--- src/rtl/pong_ball_engine_if.sv ---
// Bundle between the game-logic engine and its surroundings: frame timing,
// serve request and paddle positions in; ball position, scores and state out.
interface pong_ball_engine_if;
  logic        frame_tick;
  logic        serve;
  logic [10:0] lpad_y;
  logic [10:0] rpad_y;
  logic [10:0] ball_x;
  logic [10:0] ball_y;
  logic [3:0]  score_l;
  logic [3:0]  score_r;
  logic        point_l;
  logic        point_r;
  logic [1:0]  state;
  logic        game_over;

  modport master (
    output frame_tick, serve, lpad_y, rpad_y,
    input  ball_x, ball_y, score_l, score_r, point_l, point_r, state, game_over
  );

  modport slave (
    input  frame_tick, serve, lpad_y, rpad_y,
    output ball_x, ball_y, score_l, score_r, point_l, point_r, state, game_over
  );
endinterface

--- src/rtl/pong_ball_engine.sv ---
// Pong game logic: ball motion, wall/paddle reflection, scoring and serve
// sequencing. Advances one step per frame_tick so the displayed ball never
// moves mid-frame. All geometry is evaluated in 12 bits so nothing wraps.
module pong_ball_engine #(
  parameter int H_ACTIVE     = 640,
  parameter int V_ACTIVE     = 480,
  parameter int BALL_SIZE    = 8,
  parameter int PADDLE_W     = 8,
  parameter int PADDLE_H     = 64,
  parameter int LPAD_X       = 16,
  parameter int RPAD_X       = 616,
  parameter int SPEED        = 2,
  parameter int SERVE_FRAMES = 60,
  parameter int HOLD_FRAMES  = 30,
  parameter int MAX_SCORE    = 9
) (
  input  logic            clk,
  input  logic            rst_n,
  pong_ball_engine_if.slave bus
);

  localparam logic [11:0] X_MAX  = 12'(H_ACTIVE - BALL_SIZE);
  localparam logic [11:0] Y_MAX  = 12'(V_ACTIVE - BALL_SIZE);
  localparam logic [11:0] X_MID  = 12'((H_ACTIVE - BALL_SIZE) / 2);
  localparam logic [11:0] Y_MID  = 12'((V_ACTIVE - BALL_SIZE) / 2);
  localparam logic [11:0] BSZ    = 12'(BALL_SIZE);
  localparam logic [11:0] PH     = 12'(PADDLE_H);
  localparam logic [11:0] SPD    = 12'(SPEED);
  localparam logic [11:0] R_FACE = 12'(RPAD_X);
  localparam logic [11:0] R_STOP = 12'(RPAD_X - BALL_SIZE);
  localparam logic [11:0] L_FACE = 12'(LPAD_X + PADDLE_W);

  localparam int CNT_TOP = (SERVE_FRAMES > HOLD_FRAMES) ? SERVE_FRAMES : HOLD_FRAMES;
  localparam int CW      = $clog2(CNT_TOP + 1);
  localparam logic [CW-1:0] SERVE_LAST = CW'(SERVE_FRAMES - 1);
  localparam logic [CW-1:0] HOLD_LAST  = CW'(HOLD_FRAMES - 1);
  localparam logic [CW-1:0] CNT_ONE    = CW'(1);
  localparam logic [3:0]    SCORE_MAX  = 4'(MAX_SCORE);

  typedef enum logic [2:0] {S_IDLE, S_SERVE, S_PLAY, S_HOLD, S_OVER} state_t;

  state_t        st_q, st_d;
  logic [CW-1:0] cnt_q, cnt_d;
  logic [10:0]   x_q, x_d, y_q, y_d;
  logic          dx_q, dx_d;          // 1 = right
  logic          dy_q, dy_d;          // 1 = down
  logic [3:0]    sl_q, sl_d, sr_q, sr_d;
  logic          pl_q, pl_d, pr_q, pr_d;

  logic [11:0] px, py, lp, rp;
  logic        ov_l, ov_r;

  assign px = {1'b0, x_q};
  assign py = {1'b0, y_q};
  assign lp = {1'b0, bus.lpad_y};
  assign rp = {1'b0, bus.rpad_y};

  // vertical overlap uses the pre-update ball_y
  assign ov_l = (py + BSZ > lp) && (py < lp + PH);
  assign ov_r = (py + BSZ > rp) && (py < rp + PH);

  // state and datapath registers, synchronous active-low reset
  always_ff @(posedge clk) begin
    if (!rst_n) begin
      st_q  <= S_IDLE;
      cnt_q <= '0;
      x_q   <= X_MID[10:0];
      y_q   <= Y_MID[10:0];
      dx_q  <= 1'b1;
      dy_q  <= 1'b1;
      sl_q  <= '0;
      sr_q  <= '0;
      pl_q  <= 1'b0;
      pr_q  <= 1'b0;
    end else begin
      st_q  <= st_d;
      cnt_q <= cnt_d;
      x_q   <= x_d;
      y_q   <= y_d;
      dx_q  <= dx_d;
      dy_q  <= dy_d;
      sl_q  <= sl_d;
      sr_q  <= sr_d;
      pl_q  <= pl_d;
      pr_q  <= pr_d;
    end
  end

  // next-state: serve sequencing, per-frame motion, scoring, hold/game-over
  always_comb begin
    st_d  = st_q;
    cnt_d = cnt_q;
    x_d   = x_q;
    y_d   = y_q;
    dx_d  = dx_q;
    dy_d  = dy_q;
    sl_d  = sl_q;
    sr_d  = sr_q;
    pl_d  = 1'b0;
    pr_d  = 1'b0;
    unique case (st_q)
      S_IDLE: begin
        if (bus.serve) begin
          // a coincident tick counts as the first serve tick
          st_d  = S_SERVE;
          cnt_d = bus.frame_tick ? CNT_ONE : '0;
          if (bus.frame_tick && SERVE_FRAMES <= 1) begin
            st_d  = S_PLAY;
            cnt_d = '0;
          end
        end
      end
      S_SERVE: begin
        if (bus.frame_tick) begin
          if (cnt_q >= SERVE_LAST) begin
            st_d  = S_PLAY;
            cnt_d = '0;
          end else begin
            cnt_d = cnt_q + CNT_ONE;
          end
        end
      end
      S_PLAY: begin
        if (bus.frame_tick) begin
          if (dy_q) begin
            if (py + SPD >= Y_MAX) begin
              y_d  = Y_MAX[10:0];
              dy_d = 1'b0;
            end else begin
              y_d = 11'(py + SPD);
            end
          end else begin
            if (py <= SPD) begin
              y_d  = '0;
              dy_d = 1'b1;
            end else begin
              y_d = 11'(py - SPD);
            end
          end
          if (dx_q) begin
            if ((px + BSZ <= R_FACE) && (px + BSZ + SPD >= R_FACE) && ov_r) begin
              x_d  = R_STOP[10:0];
              dx_d = 1'b0;
            end else if (px + SPD >= X_MAX) begin
              // right player missed: serve next goes back toward the right
              x_d   = X_MAX[10:0];
              sl_d  = (sl_q < SCORE_MAX) ? sl_q + 4'd1 : sl_q;
              pl_d  = 1'b1;
              dx_d  = 1'b1;
              st_d  = S_HOLD;
              cnt_d = '0;
            end else begin
              x_d = 11'(px + SPD);
            end
          end else begin
            if ((px >= L_FACE) && (px <= L_FACE + SPD) && ov_l) begin
              x_d  = L_FACE[10:0];
              dx_d = 1'b1;
            end else if (px <= SPD) begin
              x_d   = '0;
              sr_d  = (sr_q < SCORE_MAX) ? sr_q + 4'd1 : sr_q;
              pr_d  = 1'b1;
              dx_d  = 1'b0;
              st_d  = S_HOLD;
              cnt_d = '0;
            end else begin
              x_d = 11'(px - SPD);
            end
          end
        end
      end
      S_HOLD: begin
        if (bus.frame_tick) begin
          if (cnt_q >= HOLD_LAST) begin
            x_d   = X_MID[10:0];
            y_d   = Y_MID[10:0];
            cnt_d = '0;
            st_d  = (sl_q == SCORE_MAX || sr_q == SCORE_MAX) ? S_OVER : S_SERVE;
          end else begin
            cnt_d = cnt_q + CNT_ONE;
          end
        end
      end
      S_OVER: begin
        if (bus.serve) begin
          sl_d  = '0;
          sr_d  = '0;
          dx_d  = 1'b1;
          dy_d  = 1'b1;
          cnt_d = '0;
          st_d  = S_SERVE;
        end
      end
      default: st_d = S_IDLE;
    endcase
  end

  // external state code: HOLD and GAMEOVER share code 3
  always_comb begin
    bus.state = 2'd0;
    unique case (st_q)
      S_IDLE:  bus.state = 2'd0;
      S_SERVE: bus.state = 2'd1;
      S_PLAY:  bus.state = 2'd2;
      default: bus.state = 2'd3;
    endcase
  end

  assign bus.game_over = (st_q == S_OVER);
  assign bus.ball_x    = x_q;
  assign bus.ball_y    = y_q;
  assign bus.score_l   = sl_q;
  assign bus.score_r   = sr_q;
  assign bus.point_l   = pl_q;
  assign bus.point_r   = pr_q;

endmodule

--- src/flat_wrapper.sv ---
// flat-port wrapper written by rule: the top's interface ports become plain ports
module pong_ball_engine_flat 
#(
  parameter int H_ACTIVE     = 640,
  parameter int V_ACTIVE     = 480,
  parameter int BALL_SIZE    = 8,
  parameter int PADDLE_W     = 8,
  parameter int PADDLE_H     = 64,
  parameter int LPAD_X       = 16,
  parameter int RPAD_X       = 616,
  parameter int SPEED        = 2,
  parameter int SERVE_FRAMES = 60,
  parameter int HOLD_FRAMES  = 30,
  parameter int MAX_SCORE    = 9
)
  (clk, rst_n, bus_frame_tick, bus_serve, bus_lpad_y, bus_rpad_y, bus_ball_x, bus_ball_y, bus_score_l, bus_score_r, bus_point_l, bus_point_r, bus_state, bus_game_over);
  pong_ball_engine_if bus_i ();
  input  logic clk;
  input  logic rst_n;
  input wire logic [$bits(bus_i.frame_tick)-1:0] bus_frame_tick;
  input wire logic [$bits(bus_i.serve)-1:0] bus_serve;
  input wire logic [$bits(bus_i.lpad_y)-1:0] bus_lpad_y;
  input wire logic [$bits(bus_i.rpad_y)-1:0] bus_rpad_y;
  output wire logic [$bits(bus_i.ball_x)-1:0] bus_ball_x;
  output wire logic [$bits(bus_i.ball_y)-1:0] bus_ball_y;
  output wire logic [$bits(bus_i.score_l)-1:0] bus_score_l;
  output wire logic [$bits(bus_i.score_r)-1:0] bus_score_r;
  output wire logic [$bits(bus_i.point_l)-1:0] bus_point_l;
  output wire logic [$bits(bus_i.point_r)-1:0] bus_point_r;
  output wire logic [$bits(bus_i.state)-1:0] bus_state;
  output wire logic [$bits(bus_i.game_over)-1:0] bus_game_over;
  assign bus_i.frame_tick = bus_frame_tick;
  assign bus_i.serve = bus_serve;
  assign bus_i.lpad_y = bus_lpad_y;
  assign bus_i.rpad_y = bus_rpad_y;
  assign bus_ball_x = bus_i.ball_x;
  assign bus_ball_y = bus_i.ball_y;
  assign bus_score_l = bus_i.score_l;
  assign bus_score_r = bus_i.score_r;
  assign bus_point_l = bus_i.point_l;
  assign bus_point_r = bus_i.point_r;
  assign bus_state = bus_i.state;
  assign bus_game_over = bus_i.game_over;
  pong_ball_engine #(.H_ACTIVE(H_ACTIVE), .V_ACTIVE(V_ACTIVE), .BALL_SIZE(BALL_SIZE), .PADDLE_W(PADDLE_W), .PADDLE_H(PADDLE_H), .LPAD_X(LPAD_X), .RPAD_X(RPAD_X), .SPEED(SPEED), .SERVE_FRAMES(SERVE_FRAMES), .HOLD_FRAMES(HOLD_FRAMES), .MAX_SCORE(MAX_SCORE)) u_core (.clk(clk), .rst_n(rst_n), .bus(bus_i));
endmodule
--- config.mk ---
export PLATFORM = sky130hd
export DESIGN_NAME = pong_ball_engine_flat
export DESIGN_NICKNAME = d
export VERILOG_FILES = /design/src/rtl/pong_ball_engine_if.sv /design/src/rtl/pong_ball_engine.sv /design/src/flat_wrapper.sv
export SDC_FILE = /design/constraint.sdc
export NUM_CORES = 1
export LEC_CHECK = 0
export ABC_AREA = 1
export CAP_MARGIN = 20
export CORE_ASPECT_RATIO = 0.6
export CORE_MARGIN = 3
export CORE_UTILIZATION = 60
export CTS_CLUSTER_SIZE = 14
export DETAILED_ROUTE_END_ITERATION = 10
export HOLD_SLACK_MARGIN = 0.15
export PLACE_DENSITY = 0.85
export SETUP_SLACK_MARGIN = 0.02
export SLEW_MARGIN = 20
export SYNTH_ARGS = -nofsm -noshare
export SYNTH_HDL_FRONTEND = slang
export SYNTH_SLANG_ARGS = --single-unit
--- constraint.sdc ---
create_clock -name clk -period 4.2 [get_ports clk]
set_input_delay 0.84 -clock clk [delete_from_list [all_inputs] [get_ports clk]]
set_output_delay 0.84 -clock clk [all_outputs]
set_load 0.02 [all_outputs]
==> run metrics, run 1 <==
outcome=finished, final reports clean; violation count after the first detailed-route iteration=663; Critical Path Max Stage Delay=about 560 ps; Worst slew margin=54.6%; Comb pwr share=roughly half; Port Buffers=58; mux contribution to synthesized area=0%; Critical Path AT=between 3000 and 4000 ps; xor/xnor share of the synthesized area=under 10%; Setup crit start kind=register; DRT Pass-1 Iters=5; clock latency on the worst-skew pair=300 ps; Switching Power=929 µW; Top cell by count, worst path=nor2_1; CP Class=reg2reg; Clock Tree Buf Depth=2; post-route ant nets=0; starting density of the core=62.6%; Sequential Power Share=28.2%; root buffer cell=clkbuf_16; CP max stage cell=dfxtp_1; Yosys reg bits=41; largest net degree at the start of global routing=23; switching share of power=between 40% and 50%; global-route usage over all layers=a little under a third; area of the core=between 0.007 and 0.008 mm²; Synth Area in Compound Gates=about an eighth; unrepaired setup endpoints after global routing=no; std cell rows=25; Post-Place Cell Area=approximately 0.0056 mm²; Critical Path RT=roughly 4400 ps; first-pass GRT wire length=~24,000 µm; htree depth=2; Setup Fix Bufs, Post-CTS=0; Total Wirelength=14,600 µm; CTS tree=yes; internal power=1.05 mW; crit end category=register; Crit path buffers/inverters=0; Adder-Cell Fraction of Synth Area=between 15 and 20%; Top Ports=61; Yosys cell types=48; Die X=approximately 120 µm; Area Overhead vs Synth=15.7%; Mapped Cells=approximately 800; CP Max Fanout=10; total grt overflow=0; DP Wirelength=between 10,000 and 15,000 µm; Post-route DRC=0; vias per cell=5.68; Worst Skew=5.17 ps; worst slew pin tran=~680 ps; vias in the first global route=4,788; Final Setup Violations=0; Clock transition at path regs=about 60 ps; total power=1.98 mW; largest family of logic cells by synthesized area=simple AND/OR/NAND/NOR gates; GP Congestion=approximately 1.0; final hold slack=around 530 ps; Hold Crit Class=reg2reg; post-CTS sizing=0; number of instances in the placed design=approximately 950; Chip Height=76.5 µm; Pleak=between 2 and 3 nW; Post-Synth Simple-Gate Area=between 30% and 40%; part of the Yosys area used for sequential elements=~17%; WL/cell=15.2 µm; DR vias=~5,400; Cell Chain, Critical Path=ha_1, nand2_1, nor2_4, xor2_1, ha_1, a21o_1, nor2_1, nor2_1, nor2_1, nand2_1, o21ai_0, nor2_1, nand3_1, nand3_1, o21ai_0, a21oi_1; VDD IR-drop max=around 0.33 mV; die area=~0.0094 mm²; fin crit share=slightly above 80%; Hold Fails Final Rpt=0; final net count=between 900 and 1,000; Syn. warnings=0; final instance count without filler cells=about 960; Antenna Cells=0; max-cap violations=0; synthesized area=just under 0.005 mm²; Setup TNS=0 ps; PwrDens=between 300 and 400 mW/mm²; CTS Buf Count=5; CTS Hold Bufs=0; final instance area=about 0.0058 mm²; Post-Syn Area per Cell=6.25 µm²; number of clock sinks=41; Final Max Tran Viols=0; clock share of power=between 20% and 30%; post-route minimum period=between 3000 and 4000 ps; initial antenna violation count=0; Fmax achieved=289 MHz; layout cells sized above 1=under 10%; Crit path max-delay family=simple AND/OR/NAND/NOR gates
[cell type report]
type                    instances  area [µm²]
multi-input cells             614        3580
fillers                       689        2190
flip-flops and latches         41         821
repair buffers                 61         603
inverters                     123         463
well taps                     108         135
clock buffers                   5         125
clock inverters                 3        25.0
[sequential cells by signal, summed over array words and instances, names as in the netlist]
signal / cells
u_core.bus.score_l: 4
u_core.cnt_q: 6
u_core.bus.score_r: 4
u_core.bus.point_l: 1
u_core.bus.point_r: 1
u_core.dx_q: 1
u_core.bus.ball_x: 10
u_core.bus.ball_y: 10
u_core.dy_q: 1
u_core.st_q: 3
[worst paths after layout]
kind / from / end / slack (ps) / cells after the start
worst min register to register: u_core.bus.score_l[3]$_SDFFE_PN0P_ / u_core.bus.score_l[3]$_SDFFE_PN0P_ / 530 / 2
worst max register to register: u_core.bus.ball_y[4]$_SDFFE_PN0P_ / u_core.bus.ball_x[9]$_SDFFE_PN0P_ / 730 / 16
worst max-delay path: u_core.bus.ball_y[4]$_SDFFE_PN0P_ / u_core.bus.ball_x[9]$_SDFFE_PN0P_ / 730 / 16
worst min-delay path: u_core.bus.score_l[3]$_SDFFE_PN0P_ / u_core.bus.score_l[3]$_SDFFE_PN0P_ / 530 / 2
[worst register-to-register path, cell delays in order, from the launching register on]
cell and delay [ps]:
dfxtp_1 560, ha_1 300, nand2_1 110, nor2_4 240
xor2_1 300, ha_1 320, a21o_1 190, nor2_1 210
nor2_1 80, nor2_1 120, nand2_1 60, o21ai_0 110
nor2_1 70, nand3_1 190, nand3_1 160, o21ai_0 250
a21oi_1 90
[cell usage after synthesis (all sizes together)]
cell,n,area share (%)
nand2,204,16
inv,120,9.1
nor2,94,8.7
nand3,70,8.3
ha,60,15
o21ai,48,4.8
a21oi,43,4.6
dfxtp,41,17
xor2,25,4.4
nand4,19,2.5
buf,14,1.8
nor3,12,1.3
a21o,6,0.91
xnor2,5,0.88
or2,4,0.50
a31oi,3,0.38
clkbuf,3,0.23
clkinv,3,0.25
nand3b,3,0.45
o2111ai,3,0.53
o211ai,2,0.30
o311ai,2,0.35
o31ai,2,0.30
a211oi,1,0.15
a41oi,1,0.18
conb,1,0.075
dlygate4sd1,1,0.18
nor3b,1,0.15
nor4,1,0.13
o21a,1,0.15
o21bai,1,0.15
o32ai,1,0.18
[placed cells by master, fill, tap and decap left out, types with 2 or more instances in the layout]
cell type / count
a31oi_1: 3
dfxtp_1: 41
nand4_1: 18
ha_1: 60
nand3_2: 7
nor3_1: 11
o311ai_0: 2
xor2_1: 25
nor2_4: 5
nand3b_1: 3
o21ai_0: 43
clkdlybuf4s50_1: 58
nand3_4: 2
nor2_2: 10
o211ai_1: 2
nand3_1: 61
o31ai_1: 2
inv_1: 113
o2111ai_1: 3
nor2_1: 78
nand2_2: 8
a21oi_1: 41
clkinv_1: 2
nand2_1: 192
buf_4: 3
conb_1: 2
nand2_4: 4
inv_6: 2
clkbuf_16: 5
or2_2: 4
xnor2_1: 5
o21ai_1: 5
inv_2: 7
a21o_1: 6
[cell families after synthesis]
family	count (synthesis)
simple gates	408
buf+inv	141
compound gates	114
fa+ha+maj	60
flops	41
xor+xnor	30
other cells	1
[power by group through the flow]
stage | clock, mW | sequential (mW) | combinational [mW]
3_3_place_gp | 0 | 0.556 | 0.959
4_1_cts | 0.405 | 0.553 | 1.00
6_report | 0.404 | 0.557 | 1.02
3_5_place_dp | 0 | 0.560 | 0.992
5_1_grt | 0.427 | 0.570 | 1.15
2_1_floorplan | 0 | 0.545 | 0.714
[routing by layer]
layer,vias to the layer above,share of wire [%],GRT usage [%]
met5,-,0,0
met4,0,0.78,5.19
met2,305,39,42.1
met3,16,12,7.20
li1,2682,-,-
met1,2423,49,50.0
[per-stage QoR]
step	util, %	setup WS, ps
6_report	72.4	734
3_3_place_gp	70.5	770
4_1_cts	72.4	841
5_1_grt	72.4	434
2_1_floorplan	-	1380
3_5_place_dp	70.5	678
No activity file was read; power rests on OpenSTA's default activity.
==> inputs of run 2 (changes only) <==
CORE_UTILIZATION = 52   (was 60)
PLACE_DENSITY = 0.78   (was 0.85)
clock period = 2.82 ns   (was 4.2 ns; I/O delays follow)
==> run metrics, run 2 (same netlist as run 1, synthesis figures left out) <==
outcome=finished, final reports clean (unchanged); Clock Tree Buf Depth=2 (unchanged); CTS tree=yes (unchanged); fin crit share=97.7% (was 82.5%); setup slack, reg-to-reg=60 ps (was 730 ps); vias per cell=5.51 (was 5.68); DP Wirelength=12,300 µm (was 11,600 µm); GP Congestion=0.993 (was 1.02); Worst slew margin=51.4% (was 54.6%); Port Buffers=58 (unchanged); DR vias=5,654 (was 5,426); Chip Height=81.7 µm (was 76.5 µm); layout cells sized above 1=17.1% (was 7.56%); Worst Skew=6.65 ps (was 5.17 ps); Setup crit start kind=register (unchanged); CP Class=reg2reg (unchanged); htree depth=2 (unchanged); WL/cell=15.3 µm (was 15.2 µm); initial antenna violation count=1 (was 0); DRT Pass-1 Iters=6 (was 5); number of clock sinks=41 (unchanged); Place WS=-362 ps (was 678 ps); number of instances in the placed design=1,007 (was 947); Hold Fails Final Rpt=0 (unchanged); Clock transition at path regs=70 ps (was 60 ps); CTS Hold Bufs=0 (unchanged); VDD IR-drop max=0.562 mV (was 0.326 mV); area of the core=0.00888 mm² (was 0.00795 mm²); CTS Buf Count=5 (unchanged); Total Wirelength=15,700 µm (was 14,600 µm); Post-route DRC=0 (unchanged); final hold slack=538 ps (was 531 ps); CP Max Fanout=7 (was 10); violation count after the first detailed-route iteration=659 (was 663); total power=3.08 mW (was 1.98 mW); Hold Crit Class=reg2reg (unchanged); most frequent cells in the layout=184 x nand2_1, 112 x inv_1, 71 x nor2_1, 57 x nand3_1, 56 x ha_1 (was 192 x nand2_1, 113 x inv_1, 78 x nor2_1, 61 x nand3_1, 60 x ha_1); Fmax achieved=363 MHz (was 289 MHz); crit end category=register (unchanged); final net count=985 (was 932); total grt overflow=0 (unchanged); largest net degree at the start of global routing=15 (was 23); PwrDens=481 mW/mm² (was 344 mW/mm²); post-route ant nets=0 (unchanged); global-route usage over all layers=28.4% (was 31.3%); starting density of the core=56.0% (was 62.6%); Setup TNS=0 ps (unchanged); first-pass GRT wire length=25,100 µm (was 23,800 µm); vias in the first global route=5,114 (was 4,788); Area Overhead vs Synth=29.1% (was 15.7%); max-cap violations=0 (unchanged); Critical Path AT=2950 ps (was 3630 ps); Die X=132 µm (was 123 µm); post-route minimum period=2760 ps (was 3470 ps); final instance area=0.00641 mm² (was 0.00575 mm²); worst slew pin tran=724 ps (was 680 ps); post-route setup slack=64.5 ps (was 734 ps); die area=0.0108 mm² (was 0.00945 mm²); Antenna Cells=0 (unchanged); Final Setup Violations=0 (unchanged); final core utilization=72.2% (was 72.4%); commonest non-fill, non-tap cell in the layout=nand2_1 (unchanged); std cell rows=26 (was 25); clock latency on the worst-skew pair=290 ps (was 300 ps); Top Ports=61 (unchanged); Critical Path RT=3010 ps (was 4360 ps); Post-Place Cell Area=0.00595 mm² (was 0.00560 mm²); unrepaired setup endpoints after global routing=yes (was no); Final Max Tran Viols=0 (unchanged); final instance count without filler cells=1,026 (was 955); root buffer cell=clkbuf_16 (unchanged); Pleak=3.20 nW (was 2.86 nW)
## run 2: what timing repair did
| item | in CTS | in global routing |
|---|---|---|
| resized for setup | 17 | 46 |
| pin swaps | 12 | 35 |
| hold endpoints to repair | 0 | 0 |
| endpoints found under the setup margin | 23 | 29 |
| setup buffers | 4 | 7 |
## run 2: path summary, 6_finish.rpt
kind	startpoint	endpoint	cells past startpoint
setup / recovery	u_core.bus.ball_y[4]$_SDFFE_PN0P_	u_core.cnt_q[0]$_SDFFE_PN0P_	17
hold / removal	u_core.bus.score_l[3]$_SDFFE_PN0P_	u_core.bus.score_l[3]$_SDFFE_PN0P_	2
setup reg to reg	u_core.bus.ball_y[4]$_SDFFE_PN0P_	u_core.cnt_q[0]$_SDFFE_PN0P_	17
hold reg to reg	u_core.bus.score_l[3]$_SDFFE_PN0P_	u_core.bus.score_l[3]$_SDFFE_PN0P_	2
## run 2: routing by layer
metal  vias up  track usage [%]  share of wire (%)  routed length (µm)
met5         -                0              0.083                  13
met3        22             6.55                 11                1770
met4         2             5.39               0.93                 146
met1      2538             43.4                 48                7620
li1       2784                -                  -                   -
met2       308             40.1                 39                6170
## run 2: layout make-up
cell class / instances / area, µm²
repair buffers: 114 / 1030
fillers: 745 / 2470
multi-input cells: 614 / 3780
well taps: 126 / 158
inverters: 123 / 463
clock buffers: 5 / 125
clock inverters: 3 / 21.3
flip-flops and latches: 41 / 827
## run 2: power by group
part	switching (mW)	internal, mW
sequential	0.148	0.674
combinational	1.03	0.635
clock	0.268	0.330
## run 2: critical path, cell delays in order (launching register included)
cell	delay, ps
dfxtp_2	360
buf_6	110
nand4_1	120
buf_4	190
nor3_4	150
xor2_2	230
ha_1	310
nand3_1	100
nand2_1	110
nor2_2	110
a21oi_2	70
buf_6	130
nand4_2	80
nand2_4	90
nor2_8	160
nand3_4	130
nor2_1	140
nor2_2	50
==> RTL edit (settings of run 2) <==
Encoding of `state_t`: now one-hot (5 bits for 5 states).
--- a/src/rtl/pong_ball_engine.sv
+++ b/src/rtl/pong_ball_engine.sv
@@ -38,5 +38,5 @@
   localparam logic [3:0]    SCORE_MAX  = 4'(MAX_SCORE);
 
-  typedef enum logic [2:0] {S_IDLE, S_SERVE, S_PLAY, S_HOLD, S_OVER} state_t;
+  typedef enum logic [4:0] {S_IDLE = 5'b00001, S_SERVE = 5'b00010, S_PLAY = 5'b00100, S_HOLD = 5'b01000, S_OVER = 5'b10000} state_t;
 
   state_t        st_q, st_d;
Behaviour: no difference found for any inputs over 10 cycles, from zero or initial values and one cycle with rst_n low; not proved beyond that.
==> RTL edit against run 2 <==
Sequential cell count rose by 2; maximum frequency fell by 0.87%; clock power fell by 1%; area after synthesis grew 0.81%; global-route usage increased by 0.20 points; first-iteration DRC count grew 7.4%; clock skew increased by 0.0026 ns; worst setup slack got worse by 0.024 ns; wire length increased by 3.3%; power down 8.5%; final area up 2.1%; final cell count rose by 3.0%; largest power group unchanged.
==> RTL edit: results (changes against run 2) <==
status=complete, no violations; nets=1013 (+2.8%); Layout Skew=0.00923 ns (+0.00258 ns); vias in the first global route=5301 (+3.7%); Post-Layout Inst Area=6550 um^2 (+2.1%); crit-path max FO=7 (unchanged); Synth top cells by count=nand2_1 (195), inv_1 (121), nor2_1 (98); Initial DRC Count=708 (+7.4%); GR Util met2=0.434 (+0.0331); class of the worst hold path=flip-flop to flip-flop; number of port buffers=58 (unchanged); Clock Path Buffers=2 (unchanged); FFs w/ async S/R, synth=0 (unchanged); Yosys cell types=48 (unchanged); Main synth FF type=dfxtp_1; root buffer cell=clkbuf_16; vias per std cell=5.57 (+1.2%); largest net degree at the start of global routing=19 (+4); First-pass DRT Iterations=5 (-1); fillcell total=774 (+3.9%); dpl hpwl=12.7 mm (+3.0%); WL per Instance=15.4 um (+0.27%); initial antenna violation count=0 (-1); P_leak=3.19 nW (-0.29%); met1 Resource Use GR=0.416 (-0.0184); Max VDD drop=0.000469 V (-17%); layout cell share with drive strength beyond 1=0.169 (-0.00175); first-pass GRT wire length=25.3 mm (+0.77%); GRT Overall Usage=0.285 (+0.00197); H-tree depth=2 (unchanged); GPL Wtd Cong=0.946 (-4.8%); GRT met3 Usage=0.0655 (unchanged); Diodes inserted=0 (unchanged); Placed Area=6050 um^2 (+1.6%); Critical Path AT=2.96 ns (about the same); Least-Margin Pin Slew=0.747 ns (+0.0235 ns); NetSw=0.00121 W (-16%); sequential share of the synthesized area=0.172 (+0.00667); top area cells in the synthesized netlist=dfxtp_1 (17%), ha_1 (15%), nand2_1 (15%); Worst-path clk slew=around 0.06 ns
-- RTL edit: area by class of cell --
cell class,count,share of cell area
inverter,128,0.0741
multi-input combinational,631,0.583
clock buffer,6,0.0212
clock inverter,1,0.00134
tap,130,0.0248
sequential,43,0.134
timing repair buffer,118,0.162
-- RTL edit: worst paths after layout --
path / from / to / slack, ns / cells after the start
worst min-delay path: u_core.cnt_q[1]$_SDFFE_PN0P_ / u_core.cnt_q[1]$_SDFFE_PN0P_ / 0.51 / 2
worst max register to register: u_core.bus.ball_y[6]$_SDFFE_PN1P_ / u_core.cnt_q[2]$_SDFFE_PN0P_ / 0.04 / 19
worst max-delay path: u_core.bus.ball_y[6]$_SDFFE_PN1P_ / u_core.cnt_q[2]$_SDFFE_PN0P_ / 0.04 / 19
worst min register to register: u_core.cnt_q[1]$_SDFFE_PN0P_ / u_core.cnt_q[1]$_SDFFE_PN0P_ / 0.51 / 2
-- RTL edit: layer usage --
layer | wire length (um) | part of all wire
met5 | 0 | 0
met4 | 131 | 0.0081
met3 | 1750 | 0.11
met2 | 6600 | 0.41
met1 | 7760 | 0.48
-- RTL edit: worst max-delay path, cell delays in order (launching register included) --
cell	delay (ns)
dfxtp_4	0.39
nand2_4	0.07
inv_4	0.06
nand2_4	0.06
nor2_4	0.13
nand2_2	0.08
xor2_2	0.16
ha_1	0.34
inv_2	0.05
o211ai_1	0.27
nor2_1	0.09
nand2_1	0.09
nand2_2	0.08
nor2_4	0.19
nand4_4	0.15
nand2_8	0.16
buf_6	0.14
o21ai_2	0.05
nand2_1	0.05
nor2_1	0.04
-- RTL edit: stage by stage --
step	hold slack [ns]	cells	TNS, ns	setup slack [ns]	total power (W)
CTS	0.504	1049	0	0.0210	0.00266
global route	0.544	1057	-1.42	-0.109	0.00301
floorplan	0.482	819	0	0.152	0.00167
global placement	0.479	1042	-5.50	-0.270	0.00200
detailed placement	0.493	1042	-7.69	-0.328	0.00205
finish	0.510	1057	0	0.0404	0.00282
-- RTL edit: logic make-up after synthesis --
kind of cell | Yosys count | synth area share
xor gates and xnor gates | 23 | 0.0402
AOI/OAI and AO/OA | 119 | 0.136
buffers and inverters | 146 | 0.117
other | 1 | 0.000749
DFF | 43 | 0.172
and+or+nand+nor | 426 | 0.384
adders and majority gates | 60 | 0.150
-- RTL edit: timing repair --
action,in CTS,in global routing
setup buffers,0,7
gates cloned,0,1
setup endpoints to repair,28,30
resized for setup,9,75
pin swaps,2,37
-- RTL edit: power groups by stage --
stage | registers (W) | logic [W] | clock network (W)
after floorplan | 0.000773 | 0.000901 | 0
after global placement | 0.000770 | 0.00123 | 0
after detailed placement | 0.000774 | 0.00128 | 0
after CTS | 0.000763 | 0.00130 | 0.000595
after global routing | 0.000777 | 0.00161 | 0.000622
final | 0.000769 | 0.00146 | 0.000593
